### src/rtl/config_loader_pkg.sv
// -----------------------------------------------------------------------------
// config_loader_pkg
//   Shared constants for the configuration stream loader: default widths,
//   header opcodes, parser state encodings, error codes and the running
//   checksum fold used when CONFIG_CHECKSUM_EN is defined.
// -----------------------------------------------------------------------------
package config_loader_pkg;

    localparam int DEF_DWIDTH = 32;
    localparam int DEF_AWIDTH = 16;
    localparam int DEF_LWIDTH = 12;

    // Header opcodes (header bits [31:28])
    localparam logic [3:0] OP_WRITE = 4'h1;
    localparam logic [3:0] OP_FILL  = 4'h2;
    localparam logic [3:0] OP_END   = 4'hF;

    // Parser states
    localparam logic [2:0] ST_HDR      = 3'd0;
    localparam logic [2:0] ST_DATA     = 3'd1;
    localparam logic [2:0] ST_FILL_LD  = 3'd2;
    localparam logic [2:0] ST_FILL_RUN = 3'd3;
    localparam logic [2:0] ST_DRAIN    = 3'd4;
    localparam logic [2:0] ST_CHK      = 3'd5;

    // Error codes reported on err_code
    localparam logic [2:0] ERR_NONE         = 3'd0;
    localparam logic [2:0] ERR_OPCODE       = 3'd1;
    localparam logic [2:0] ERR_EARLY_LAST   = 3'd2;
    localparam logic [2:0] ERR_MISSING_LAST = 3'd3;
    localparam logic [2:0] ERR_TKEEP        = 3'd4;
    localparam logic [2:0] ERR_CHECKSUM     = 3'd5;

    // Running packet checksum: XOR of header and every data word.
    function automatic logic [DEF_DWIDTH-1:0] chk_fold(input logic [DEF_DWIDTH-1:0] acc,
                                                       input logic [DEF_DWIDTH-1:0] word);
        return acc ^ word;
    endfunction

endpackage

### src/rtl/config_loader_cfg_write_slot.sv
// -----------------------------------------------------------------------------
// config_loader_cfg_write_slot
//   Single-entry holding register for the cfg write port. A load captures
//   address/data and raises o_wen; the entry clears when i_wready accepts it.
//   o_ready allows a new load in the same cycle the held entry drains.
// Ports
//   i_clk, i_reset      clock, asynchronous active-high reset
//   i_load              capture i_addr/i_data (only when o_ready)
//   i_addr, i_data      write address / data to hold
//   i_wready            downstream accepts the held write
//   o_ready             slot can take a load this cycle
//   o_wen/o_waddr/o_wdata  registered cfg write request
// -----------------------------------------------------------------------------
module config_loader_cfg_write_slot #(
    parameter int AWIDTH = 16,
    parameter int DWIDTH = 32
) (
    input  logic              i_clk,
    input  logic              i_reset,
    input  logic              i_load,
    input  logic [AWIDTH-1:0] i_addr,
    input  logic [DWIDTH-1:0] i_data,
    input  logic              i_wready,
    output logic              o_ready,
    output logic              o_wen,
    output logic [AWIDTH-1:0] o_waddr,
    output logic [DWIDTH-1:0] o_wdata
);

    logic              r_wen;
    logic [AWIDTH-1:0] r_waddr;
    logic [DWIDTH-1:0] r_wdata;

    assign o_ready = !r_wen || i_wready;
    assign o_wen   = r_wen;
    assign o_waddr = r_waddr;
    assign o_wdata = r_wdata;

    // Hold one write request until the downstream handshake completes.
    always_ff @(posedge i_clk or posedge i_reset) begin
        if (i_reset) begin
            r_wen   <= 1'b0;
            r_waddr <= '0;
            r_wdata <= '0;
        end else if (i_load) begin
            r_wen   <= 1'b1;
            r_waddr <= i_addr;
            r_wdata <= i_data;
        end else if (i_wready) begin
            r_wen   <= 1'b0;
        end
    end

endmodule

### src/rtl/config_loader.sv
// -----------------------------------------------------------------------------
// config_loader
//   Parses header-led packets from a 32-bit AXI-stream and issues register
//   writes on a single-entry cfg write port.
//   Header: [31:28] opcode (WRITE/FILL/END), [27:12] address, [11:0] len
//   (len+1 words).
// Ports
//   clk, reset            clock, asynchronous active-high reset
//   s_axis_*              configuration stream (tkeep must be all-ones)
//   cfg_wen/waddr/wdata   write request, held until cfg_wready
//   cfg_wready            downstream write accept
//   busy                  parser is not waiting for a header
//   done                  one-cycle pulse on a well-formed END packet
//   err, err_code         one-cycle error pulse / last error code (held)
// Build option
//   CONFIG_CHECKSUM_EN    WRITE/FILL packets carry a trailing XOR checksum
//                         word which carries tlast instead of the last data word.
// -----------------------------------------------------------------------------
module config_loader
    import config_loader_pkg::*;
#(
    parameter int DWIDTH = DEF_DWIDTH,
    parameter int AWIDTH = DEF_AWIDTH,
    parameter int LWIDTH = DEF_LWIDTH
) (
    input  logic                clk,
    input  logic                reset,
    input  logic                s_axis_tvalid,
    output logic                s_axis_tready,
    input  logic [DWIDTH-1:0]   s_axis_tdata,
    input  logic [DWIDTH/8-1:0] s_axis_tkeep,
    input  logic                s_axis_tlast,
    output logic                cfg_wen,
    output logic [AWIDTH-1:0]   cfg_waddr,
    output logic [DWIDTH-1:0]   cfg_wdata,
    input  logic                cfg_wready,
    output logic                busy,
    output logic                done,
    output logic                err,
    output logic [2:0]          err_code
);

    logic [2:0]        r_state, w_state_nxt;
    logic [AWIDTH-1:0] r_addr, w_addr_nxt;
    logic [LWIDTH-1:0] r_cnt, w_cnt_nxt;
    logic [DWIDTH-1:0] r_fill, w_fill_nxt;
    logic              r_busy, r_done, r_err;
    logic [2:0]        r_err_code;
    logic              w_done_nxt, w_err_nxt;
    logic [2:0]        w_code_nxt;
    logic              w_tready, w_acc, w_keep_ok, w_slot_ready, w_load;
    logic [DWIDTH-1:0] w_ld_data;
    logic [3:0]        w_op;
    logic [AWIDTH-1:0] w_hdr_addr;
    logic [LWIDTH-1:0] w_hdr_len;
`ifdef CONFIG_CHECKSUM_EN
    logic [DWIDTH-1:0] r_chk, w_chk_nxt;
    logic              r_is_fill, w_is_fill_nxt;
`endif

    assign w_op       = s_axis_tdata[DWIDTH-1 -: 4];
    assign w_hdr_addr = s_axis_tdata[LWIDTH +: AWIDTH];
    assign w_hdr_len  = s_axis_tdata[LWIDTH-1:0];
    assign w_keep_ok  = &s_axis_tkeep;
    assign w_acc      = s_axis_tvalid && w_tready;

    assign s_axis_tready = w_tready;
    assign busy          = r_busy;
    assign done          = r_done;
    assign err           = r_err;
    assign err_code      = r_err_code;

    // Stream ready per state; HDR waits for any pending cfg write to drain.
    always_comb begin
        w_tready = 1'b0;
        if (reset) begin
            w_tready = 1'b0;
        end else begin
            case (r_state)
                ST_HDR:      w_tready = !cfg_wen;
                ST_DATA:     w_tready = w_slot_ready;
                ST_FILL_LD:  w_tready = 1'b1;
                ST_DRAIN:    w_tready = 1'b1;
`ifdef CONFIG_CHECKSUM_EN
                ST_CHK:      w_tready = 1'b1;
`endif
                default:     w_tready = 1'b0;
            endcase
        end
    end

    // Packet parser: next state, address/count bookkeeping and status pulses.
    always_comb begin
        w_state_nxt = r_state;
        w_addr_nxt  = r_addr;
        w_cnt_nxt   = r_cnt;
        w_fill_nxt  = r_fill;
        w_load      = 1'b0;
        w_ld_data   = s_axis_tdata;
        w_done_nxt  = 1'b0;
        w_err_nxt   = 1'b0;
        w_code_nxt  = r_err_code;
`ifdef CONFIG_CHECKSUM_EN
        w_chk_nxt     = r_chk;
        w_is_fill_nxt = r_is_fill;
`endif
        if (w_acc && !w_keep_ok) begin
            // A bad tkeep word is never written; resync on tlast.
            w_err_nxt   = 1'b1;
            w_code_nxt  = ERR_TKEEP;
            w_state_nxt = s_axis_tlast ? ST_HDR : ST_DRAIN;
        end else begin
            case (r_state)
                ST_HDR: begin
                    if (w_acc) begin
                        w_addr_nxt = w_hdr_addr;
                        w_cnt_nxt  = w_hdr_len;
`ifdef CONFIG_CHECKSUM_EN
                        w_chk_nxt     = s_axis_tdata;
                        w_is_fill_nxt = (w_op == OP_FILL);
`endif
                        case (w_op)
                            OP_WRITE, OP_FILL: begin
                                if (s_axis_tlast) begin
                                    w_err_nxt  = 1'b1;
                                    w_code_nxt = ERR_EARLY_LAST;
                                end else begin
                                    w_state_nxt = (w_op == OP_WRITE) ? ST_DATA : ST_FILL_LD;
                                end
                            end
                            OP_END: begin
                                if (s_axis_tlast) begin
                                    w_done_nxt = 1'b1;
                                end else begin
                                    w_err_nxt   = 1'b1;
                                    w_code_nxt  = ERR_MISSING_LAST;
                                    w_state_nxt = ST_DRAIN;
                                end
                            end
                            default: begin
                                // Unknown opcode: drain the rest unless this word closes it.
                                w_err_nxt   = 1'b1;
                                w_code_nxt  = ERR_OPCODE;
                                w_state_nxt = s_axis_tlast ? ST_HDR : ST_DRAIN;
                            end
                        endcase
                    end else begin
                        w_state_nxt = r_state;
                    end
                end
                ST_DATA: begin
                    if (w_acc) begin
                        w_load     = 1'b1;
                        w_addr_nxt = r_addr + AWIDTH'(1);
                        w_cnt_nxt  = r_cnt - LWIDTH'(1);
`ifdef CONFIG_CHECKSUM_EN
                        w_chk_nxt  = chk_fold(r_chk, s_axis_tdata);
                        if (s_axis_tlast) begin
                            w_err_nxt   = 1'b1;
                            w_code_nxt  = ERR_EARLY_LAST;
                            w_state_nxt = ST_HDR;
                        end else begin
                            w_state_nxt = (r_cnt == '0) ? ST_CHK : ST_DATA;
                        end
`else
                        if (r_cnt == '0) begin
                            if (s_axis_tlast) begin
                                w_state_nxt = ST_HDR;
                            end else begin
                                w_err_nxt   = 1'b1;
                                w_code_nxt  = ERR_MISSING_LAST;
                                w_state_nxt = ST_DRAIN;
                            end
                        end else if (s_axis_tlast) begin
                            w_err_nxt   = 1'b1;
                            w_code_nxt  = ERR_EARLY_LAST;
                            w_state_nxt = ST_HDR;
                        end else begin
                            w_state_nxt = ST_DATA;
                        end
`endif
                    end else begin
                        w_state_nxt = r_state;
                    end
                end
                ST_FILL_LD: begin
                    if (w_acc) begin
                        w_fill_nxt = s_axis_tdata;
`ifdef CONFIG_CHECKSUM_EN
                        w_chk_nxt  = chk_fold(r_chk, s_axis_tdata);
                        if (s_axis_tlast) begin
                            w_err_nxt   = 1'b1;
                            w_code_nxt  = ERR_EARLY_LAST;
                            w_state_nxt = ST_HDR;
                        end else begin
                            w_state_nxt = ST_CHK;
                        end
`else
                        if (s_axis_tlast) begin
                            w_state_nxt = ST_FILL_RUN;
                        end else begin
                            w_err_nxt   = 1'b1;
                            w_code_nxt  = ERR_MISSING_LAST;
                            w_state_nxt = ST_DRAIN;
                        end
`endif
                    end else begin
                        w_state_nxt = r_state;
                    end
                end
                ST_FILL_RUN: begin
                    if (w_slot_ready) begin
                        w_load      = 1'b1;
                        w_ld_data   = r_fill;
                        w_addr_nxt  = r_addr + AWIDTH'(1);
                        w_cnt_nxt   = r_cnt - LWIDTH'(1);
                        w_state_nxt = (r_cnt == '0) ? ST_HDR : ST_FILL_RUN;
                    end else begin
                        w_state_nxt = r_state;
                    end
                end
`ifdef CONFIG_CHECKSUM_EN
                ST_CHK: begin
                    if (w_acc) begin
                        if (!s_axis_tlast) begin
                            w_err_nxt   = 1'b1;
                            w_code_nxt  = ERR_MISSING_LAST;
                            w_state_nxt = ST_DRAIN;
                        end else if (s_axis_tdata != r_chk) begin
                            w_err_nxt   = 1'b1;
                            w_code_nxt  = ERR_CHECKSUM;
                            w_state_nxt = ST_HDR;
                        end else begin
                            w_state_nxt = r_is_fill ? ST_FILL_RUN : ST_HDR;
                        end
                    end else begin
                        w_state_nxt = r_state;
                    end
                end
`endif
                ST_DRAIN: begin
                    w_state_nxt = (w_acc && s_axis_tlast) ? ST_HDR : ST_DRAIN;
                end
                default: begin
                    w_state_nxt = ST_HDR;
                end
            endcase
        end
    end

    // Parser state and registered status outputs.
    always_ff @(posedge clk or posedge reset) begin
        if (reset) begin
            r_state    <= ST_HDR;
            r_addr     <= '0;
            r_cnt      <= '0;
            r_fill     <= '0;
            r_busy     <= 1'b0;
            r_done     <= 1'b0;
            r_err      <= 1'b0;
            r_err_code <= ERR_NONE;
`ifdef CONFIG_CHECKSUM_EN
            r_chk      <= '0;
            r_is_fill  <= 1'b0;
`endif
        end else begin
            r_state    <= w_state_nxt;
            r_addr     <= w_addr_nxt;
            r_cnt      <= w_cnt_nxt;
            r_fill     <= w_fill_nxt;
            r_busy     <= (w_state_nxt != ST_HDR);
            r_done     <= w_done_nxt;
            r_err      <= w_err_nxt;
            r_err_code <= w_code_nxt;
`ifdef CONFIG_CHECKSUM_EN
            r_chk      <= w_chk_nxt;
            r_is_fill  <= w_is_fill_nxt;
`endif
        end
    end

    config_loader_cfg_write_slot #(
        .AWIDTH (AWIDTH),
        .DWIDTH (DWIDTH)
    ) u_slot (
        .i_clk    (clk),
        .i_reset  (reset),
        .i_load   (w_load),
        .i_addr   (r_addr),
        .i_data   (w_ld_data),
        .i_wready (cfg_wready),
        .o_ready  (w_slot_ready),
        .o_wen    (cfg_wen),
        .o_waddr  (cfg_waddr),
        .o_wdata  (cfg_wdata)
    );

endmodule

### config.mk
export PLATFORM = sky130hd
export DESIGN_NAME = config_loader
export DESIGN_NICKNAME = d
export VERILOG_FILES = /design/src/rtl/config_loader_pkg.sv /design/src/rtl/config_loader_cfg_write_slot.sv /design/src/rtl/config_loader.sv
export SDC_FILE = /design/constraint.sdc
export NUM_CORES = 1
export LEC_CHECK = 0
export CORE_MARGIN = 4
export CORE_UTILIZATION = 48
export CTS_CLUSTER_DIAMETER = 100
export DETAILED_ROUTE_END_ITERATION = 7
export GPL_TIMING_DRIVEN = 0
export PLACE_DENSITY = 0.87
export SLEW_MARGIN = 20
export SYNTH_ARGS = -nofsm -noshare
export SYNTH_HDL_FRONTEND = slang
export SYNTH_SLANG_ARGS = --single-unit
export TNS_END_PERCENT = 100
### constraint.sdc
create_clock -name clk -period 4.1 [get_ports clk]
set_clock_uncertainty 0.15 [all_clocks]
set_input_delay 0.615 -clock clk [delete_from_list [all_inputs] [get_ports clk]]
set_output_delay 0.615 -clock clk [all_outputs]
set_load 0.02 [all_outputs]
Word-level counts from Yosys, hierarchy flattened
Index checks and enable logic that the tools add are counted.
{"block": "classes", "reduce_logical": 18, "n_eq_ne": 13, "add_sub_neg": 2, "mux": 57, "n_bitwise": 1}
{"op": "2-to-1 mux 32 bit", "n": 3}
{"op": "2-to-1 mux 3 bit", "n": 18}
{"op": "2-to-1 mux 16 bit", "n": 3}
{"op": "case mux 16 bit (3 select lines)", "n": 1}
{"op": "2-to-1 mux 12 bit", "n": 3}
{"op": "case mux 12 bit (3 select lines)", "n": 1}
{"op": "2-to-1 mux 1 bit", "n": 18}
{"op": "adder 16 x 1 -> 16 bit, second input constant", "n": 1}
{"op": "case mux 3 bit (5 select lines)", "n": 1}
{"op": "logical NOT 12 bit", "n": 1}
{"op": "case mux 3 bit (2 select lines)", "n": 2}
{"op": "subtractor 12 x 1 -> 12 bit, second input constant", "n": 1}
{"op": "!= test 3 bit, second input constant", "n": 3}
{"op": "case mux 3 bit (3 select lines)", "n": 1}
{"op": "AND reduction 4 bit", "n": 2}
{"op": "equality test 3 x 2 -> 1 bit, second input constant", "n": 2}
{"op": "case mux 1 bit (3 select lines)", "n": 2}
{"op": "nonzero test 3 bit", "n": 2}
{"op": "AND reduction 5 bit", "n": 1}
{"op": "equality test 4 x 1 -> 1 bit, second input constant", "n": 1}
{"op": "equality test 4 x 2 -> 1 bit, second input constant", "n": 1}
{"op": "equality test 4 bit, second input constant", "n": 1}
{"op": "2-to-1 mux 2 bit", "n": 2}
{"op": "!= test 2 bit, second input constant", "n": 2}
{"op": "other kinds (13)", "n": 18}
{"block": "totals", "word_cells": 102, "regBits": 118, "output_inout_bits": 56}

Depth between registers and ports, before layout
Gate-level depths: netlist of the first run.
{"block": "depth", "word_depth": 10, "depth_mapped": 12, "mapped_depth_nobuf": 12}

By module
A second synthesis of the first run with hierarchy kept.
{"block": "hier_totals", "cells_unflattened": 524, "area_unflattened_um2": 5905.7}
{"mod": "config_loader", "area_each_um2": 4043.9, "cells_per_inst": 419, "seq_area_each_um2": 1726.7, "instances": 1}
{"mod": "config_loader_cfg_write_slot", "area_each_um2": 1861.8, "cells_per_inst": 105, "seq_area_each_um2": 1226.2, "instances": 1}

Worst setup path before layout of the first run
OpenSTA, ideal clock, no wires.
{"block": "synth_path", "path_type": "input to output", "from": "input reset", "to": "output s_axis_tready", "setup_slack_ns": -0.205, "path_stages": 2, "arrival_time_ns": 3.540, "path_cell_list": "inv_1 -> and2_1"}
{"block": "synth_via", "elab_chain_cells": 1}
{"item": "start, declared", "line": "config_loader.sv:27", "rtl": "input logic reset,"}
{"item": "2-to-1 mux 1 bit", "line": "config_loader.sv:76", "rtl": "if (reset) begin"}
{"item": "end, declared", "line": "config_loader.sv:29", "rtl": "output logic s_axis_tready,"}
Every way passes these cells.

Worst setup path after layout of the first run
Ends and elaborated chain as after synthesis.

==> reports/qor.yml, run 1 <==
finish:
  stdcell_area_um2: 7640
  area_growth_pct: 29.9
  antenna_cells: 0
  finish.utilization_pct: 63.6
  drive_above_1_share_pct: 14.1
  final_net_count: 739
detailed_routing:
  drc: 0
  wl_per_cell_um: 20.0
  first_pass_iters: 7
  first_iter_violations: 478
  vias: 5296
  postRouteWirelength_mm: 17.1
  viasPerCell: 6.20
  postRouteAntennaNets: 0
synth:
  ys_ff_latch: 118
  synth_edf_count: 0
  ys_top_cells_by_area: "dfrtp_1, mux2_2, o21ai_0"
  synth_seq_area_share_pct: 50.2
  avgSynthCellArea_um2: 10.2
  yosys_most_used_dff: "dfrtp_1"
  ys_warn_count: 0
  async_flop_share_pct: 100
  synthCells: 576
  yosys.area.top_type: "dfrtp_1"
  syn_area_um2: 5880
  yosys-top-cells-count: "dfrtp_1, o21ai_0, mux2_2, a21oi_1, mux2i_1"
  yosysTopAreaCellShare_pct: 50.2
  netlist-cell-type-count: 59
  synth_most_common_cell: "dfrtp_1"
  synthesis.nets: 621
critical_path:
  cp_slowest_stage_delay_ps: 620
  cp-end-kind: "output pin"
  required_ps: 3340
  cp.arrival_ps: 2950
  path_max_fanout: 32
  cp_cell_sequence: "clkdlybuf4s50_1 > clkinvlp_4 > buf_12 > and2_1 > clkdlybuf4s50_1"
  critPathSlowestCell: "clkinvlp_4"
  crit_top_cell: "clkdlybuf4s50_1"
  crit_path_start_kind: "input pin"
  path_class: "input pin to output pin"
global_routing:
  grtUsageTotal_pct: 25.0
  grt_pass1_vias: 5612
  grt_antenna_before_repair: 0
  grt_remaining_overflow: 0
  grt_max_degree: 33
  grt_pass1_wl_mm: 28.4
timing:
  rsz0062_at_grt: "false"
  hold_viol: 0
  worst_pin_slew_ps: 940
  finalCriticalPeriod_ps: 3710
  fmax_mhz: 269
  slew_headroom_pct: 36.8
  setup_viol_count_final: 0
  holdWs_ps: 354
  fin_crit_sh_pct: 90.6
  slew_violations: 0
floorplan:
  design.core.area_um2: 12000
  die_w_um: 119
  dieArea_um2: 14100
  placementRows: 40
  start_util_pct: 49.0
  pin_count: 97
  die_h_um: 119
power_and_ir_drop:
  max-vdd-ir-drop_uv: 316
  p_leak_nw: 3.21
  powerDensity_nw_per_um2: 597
status:
  outcome: "complete, no violations"
clock_tree:
  clockBufferDepth: 2
  hold_buffers: 0
  insertion_delay_ps: 410
  cts_tree: "done"
  clock-sinks: 118
  cts_resized: 0
  ctsHtreeMaxLevel: 4
  cts_buffers: 17
  path_clk_slew_ps: 50
  cts_setup_buffers: 0
  root_buffer: "clkbuf_16"
place:
  gp_congestion: 0.918
  port_buffers: 96
  dpl_cell_area_um2: 7090
  hpwl_mm: 12.2
min_path:
  hold_path.class: "flip-flop to flip-flop"
run:
  drv_cap: 0
[power breakdown]
part           leakage, nW  internal [W]  switching [W]
Sequential            1.54       0.00152       0.000298
Clock                0.256      0.000811       0.000562
Combinational         1.42      0.000650       0.000723
[flip-flops by register name (all words and copies together), names as in the netlist]
| name | cells |
|---|---|
| busy | 1 |
| done | 1 |
| err | 1 |
| err_code | 3 |
| r_addr | 16 |
| r_cnt | 12 |
| r_fill | 32 |
| r_state | 3 |
| u_slot.o_waddr | 16 |
| u_slot.o_wdata | 32 |
| u_slot.o_wen | 1 |
[cells by family (layout without fill, tap and decap cells)]
group / count (synthesis) / after routing / synth area share (%)
AO/OA/AOI/OAI: 190 / 190 / 18.6
AND/OR/NAND/NOR: 127 / 127 / 11.4
flip-flops: 118 / 118 / 50.2
multiplexers: 81 / 81 / 14.8
buffers and inverters: 53 / 184 / 3.64
adder cells (fa/ha/maj): 4 / 4 / 0.851
XOR/XNOR: 3 / 3 / 0.447
[cells in the final DEF (no fill, tap or decap), types with 5 or more instances in the layout]
cell type / n
a21oi_1: 42
a31oi_1: 5
and3_1: 6
buf_2: 8
clkbuf_1: 31
clkbuf_16: 17
clkdlybuf4s50_1: 96
clkinvlp_4: 6
dfrtp_1: 118
inv_1: 13
mux2_2: 48
mux2i_1: 33
nand2_1: 31
nand2b_1: 5
nand3_1: 12
nand4_1: 5
nor2_1: 29
nor2b_1: 6
nor3_1: 9
nor3b_1: 6
o21ai_0: 94
o21ai_1: 6
o22ai_1: 5
[final timing paths]
kind	start	endpoint	slack, ps	depth (start not counted)
min in group asynchronous	reset	err	610	2
hold reg to reg	u_slot.o_waddr[9]	u_slot.o_waddr[9]	350	1
setup reg to reg	r_cnt[0]	busy	1230	12
hold / removal	u_slot.o_waddr[9]	u_slot.o_waddr[9]	350	1
max in group asynchronous	reset	r_fill[2]	2350	4
setup / recovery	reset	s_axis_tready	390	5
[final cells by class]
class / count / area (µm²)
multi-input cells: 405 / 2710
plain buffers: 38 / 153
fillers: 1001 / 4370
clock buffers: 20 / 457
inverters: 15 / 65.1
clock inverters: 12 / 95.1
repair buffers: 99 / 1020
flip-flops and latches: 118 / 2950
well taps: 147 / 184
[per-stage QoR]
step | power (W) | worst slack (ps) | TNS, ps | cells
floorplan | 0.00250 | 531 | 0 | 576
global placement | 0.00312 | -1150 | -1150 | 819
detailed placement | 0.00319 | 324 | 0 | 822
CTS | 0.00457 | 316 | 0 | 854
global route | 0.00477 | 169 | 0 | 854
finish | 0.00456 | 387 | 0 | 854
[worst max-delay path: cells and delay by family]
family                 cells  cell delay (ps)
buffers and inverters      4             2160
AND/OR/NAND/NOR            1              160
[metal layers]
| layer | part of all wire, % | GRT usage [%] |
|---|---|---|
| met1 | 42 | 32.0 |
| met2 | 48 | 41.2 |
| met3 | 7.2 | 5.60 |
| met4 | 2.7 | 9.78 |
| met5 | 0 | 0 |
Power figures use the tool's default switching activity.
==> run 2: changes to the inputs <==
CORE_ASPECT_RATIO = 0.9   (was not set)
CORE_UTILIZATION = 57   (was 48)
DONT_BUFFER_PORTS = 1   (was not set)
HOLD_SLACK_MARGIN = 0.05   (was not set)
PLACE_DENSITY = 0.86   (was 0.87)
==> run 2 against run 1 <==
Against the previous run:
- combinational power decreased by 54%
- utilization increased by 3.8 points
- largest power group unchanged
- largest cell class unchanged
- non-clock buffer count decreased by 95
- critical endpoint unchanged
==> reports/qor.yml, run 2 (same netlist as run 1, synthesis figures left out) <==
status:
  outcome: "complete, no violations"
detailed_routing:
  postRouteAntennaNets: 0  # unchanged
  drc: 0  # unchanged
  first_iter_violations: 567  # +19%
  vias: 4822  # -9.0%
  wl_per_cell_um: 22.2  # +11%
  postRouteWirelength_mm: 16.4  # -4.2%
  viasPerCell: 6.55  # +5.6%
  first_pass_iters: 5  # -2
place:
  dp.cells: 705  # -14%
  gp_congestion: 0.903  # -1.6%
  pre_cts_ws_ps: 1180  # +854 ps
  dpl_cell_area_um2: 6100  # -14%
  port_buffers: 0  # -100%
  hpwl_mm: 11.6  # -5.3%
global_routing:
  grt_max_degree: 37  # +12%
  grtUsageTotal_pct: 27.6  # +2.6 points
  grt_antenna_before_repair: 0  # unchanged
  grt_pass1_vias: 4835  # -14%
  use_met3_pct: 9.48  # +3.9 points
  use_met1_pct: 37.2  # +5.2 points
  use_met2_pct: 41.6  # +0.36 points
  busiest_layer: "met2"
  grt_pass1_wl_mm: 26.0  # -8.5%
  grt_remaining_overflow: 0  # unchanged
critical_path:
  reg2reg_from: "r_cnt[0]"
  cp_top_family: "buffers and inverters"
  path_buf_inv: 3  # -1
  path_class: "input pin to output pin"
  cp.arrival_ps: 2250  # -700 ps
  cp-end-kind: "output pin"
  startpoint: "reset"
  path_max_fanout: 36  # +13%
  cp_cell_sequence: "dlygate4sd3_1 > clkinvlp_4 > buf_12 > and2_1"
  critPathSlowestCell: "dlygate4sd3_1"
  required_ps: 3340  # about the same
  crit_path_start_kind: "input pin"
  cp_slowest_stage_delay_ps: 580  # -40 ps
clock_tree:
  clock-sinks: 118  # unchanged
  root_buffer: "clkbuf_16"
  cts_buffers: 17  # unchanged
  ctsHtreeMaxLevel: 4  # unchanged
  insertion_delay_ps: 410  # about the same
  cts_resized: 0  # unchanged
  path_clk_slew_ps: 50  # about the same
  cts_setup_buffers: 0  # unchanged
  cts_tree: "done"
  clockBufferDepth: 2  # unchanged
timing:
  slew_headroom_pct: 34.2  # -2.6 points
  rsz0062_at_grt: "false"
  setup_viol_count_final: 0  # unchanged
  hold_viol: 0  # unchanged
  slew_violations: 0  # unchanged
  finalCriticalPeriod_ps: 3010  # -702 ps
  fin_crit_sh_pct: 73.4  # -17 points
  layout_setup_ws_ps: 1090  # +702 ps
  worst_pin_slew_ps: 979  # +38.6 ps
  fmax_mhz: 332  # +23%
floorplan:
  start_util_pct: 59.6  # +11 points
  design.core.area_um2: 9870  # -18%
  placementRows: 34  # -15%
  dieArea_um2: 12000  # -15%
  pin_count: 97  # unchanged
  die_h_um: 104  # -12%
  die_w_um: 115  # -3.1%
power_and_ir_drop:
  power_w: 0.00413  # -9.5%
  p_leak_nw: 2.87  # -11%
  max-vdd-ir-drop_uv: 493  # +56%
  powerDensity_nw_per_um2: 620  # +3.9%
finish:
  final_net_count: 644  # -13%
  area_growth_pct: 13.2
  antenna_cells: 0  # unchanged
  layout_commonest_cell: "dfrtp_1"
  stdcell_area_um2: 6660  # -13%
  instances_no_fill: 736  # -14%
  final_cell_mix: "dfrtp_1, o21ai_0, mux2_2"
  drive_above_1_share_pct: 15.4  # +1.3 points
min_path:
  hold_path.startpoint: "s_axis_tdata[15]"
  hold_path.class: "input pin to flip-flop"
run:
  drv_cap: 0  # unchanged
==> run 2: changes by cell type in the layout (fill, tap and decap cells not counted), moves of 2 or more <==
cell | before | now
clkinv_2 | 1 | 3
inv_6 | 4 | 0
clkbuf_8 | 2 | 4
clkinvlp_4 | 6 | 1
clkdlybuf4s50_1 | 96 | 0
clkbuf_1 | 31 | 35
clkinv_4 | 3 | 1
==> run 2: worst paths after layout <==
check,cells after the start,endpoint,slack [ps]
worst max-delay path,4,s_axis_tready,1090
worst min-delay path,1,r_fill[15],210
worst max register to register,10,busy,1140
worst min register to register,1,r_fill[11],350
max in group asynchronous,3,u_slot.o_waddr[13],2680
min in group asynchronous,2,r_cnt[7],580
==> run 2: cell type report <==
cell class / count / area, µm²
tap: 126 / 158
timing repair buffer: 4 / 70.1
inverter: 15 / 65.1
multi-input combinational: 405 / 2710
buffer: 38 / 153
clock inverter: 4 / 45.0
clock buffer: 26 / 499
fill: 762 / 3210
sequential: 118 / 2950
==> run 2: power breakdown <==
group / switching, W / total [W] / internal [W]
Combinational: 0.000356 / 0.000635 / 0.000279
Sequential: 0.000601 / 0.00212 / 0.00152
Clock: 0.000488 / 0.00138 / 0.000887
==> run 2: what timing repair did <==
| action | in CTS | in global routing |
|---|---|---|
| hold endpoints to repair | 16 | 0 |
| setup endpoints to repair | 0 | 0 |
| hold buffers | 1 | 0 |
==> run 2: metal layers <==
layer,up-vias,wire length (µm),part of all wire (%)
li1,2156,-,-
met1,2388,6790,41
met2,246,7640,47
met3,32,1590,9.7
met4,0,348,2.1
met5,-,0,0
==> run 2: through the flow <==
stage / hold slack (ps) / utilization, % / setup TNS, ps
final: 209 / 67.4 / 0
after floorplan: 314 / - / 0
after detailed placement: 346 / 61.8 / 0
after CTS: 197 / 67.4 / 0
after global placement: 339 / 61.2 / -97.3
after global routing: 197 / 67.4 / 0
==> run 2: worst reg2reg max path, delay by kind of cell, from the launching register on <==
family	cells	cell delay, ps
AOI/OAI and AO/OA	4	940
adders and majority gates	2	430
buffers and inverters	1	110
DFF	1	400
and+or+nand+nor	3	810
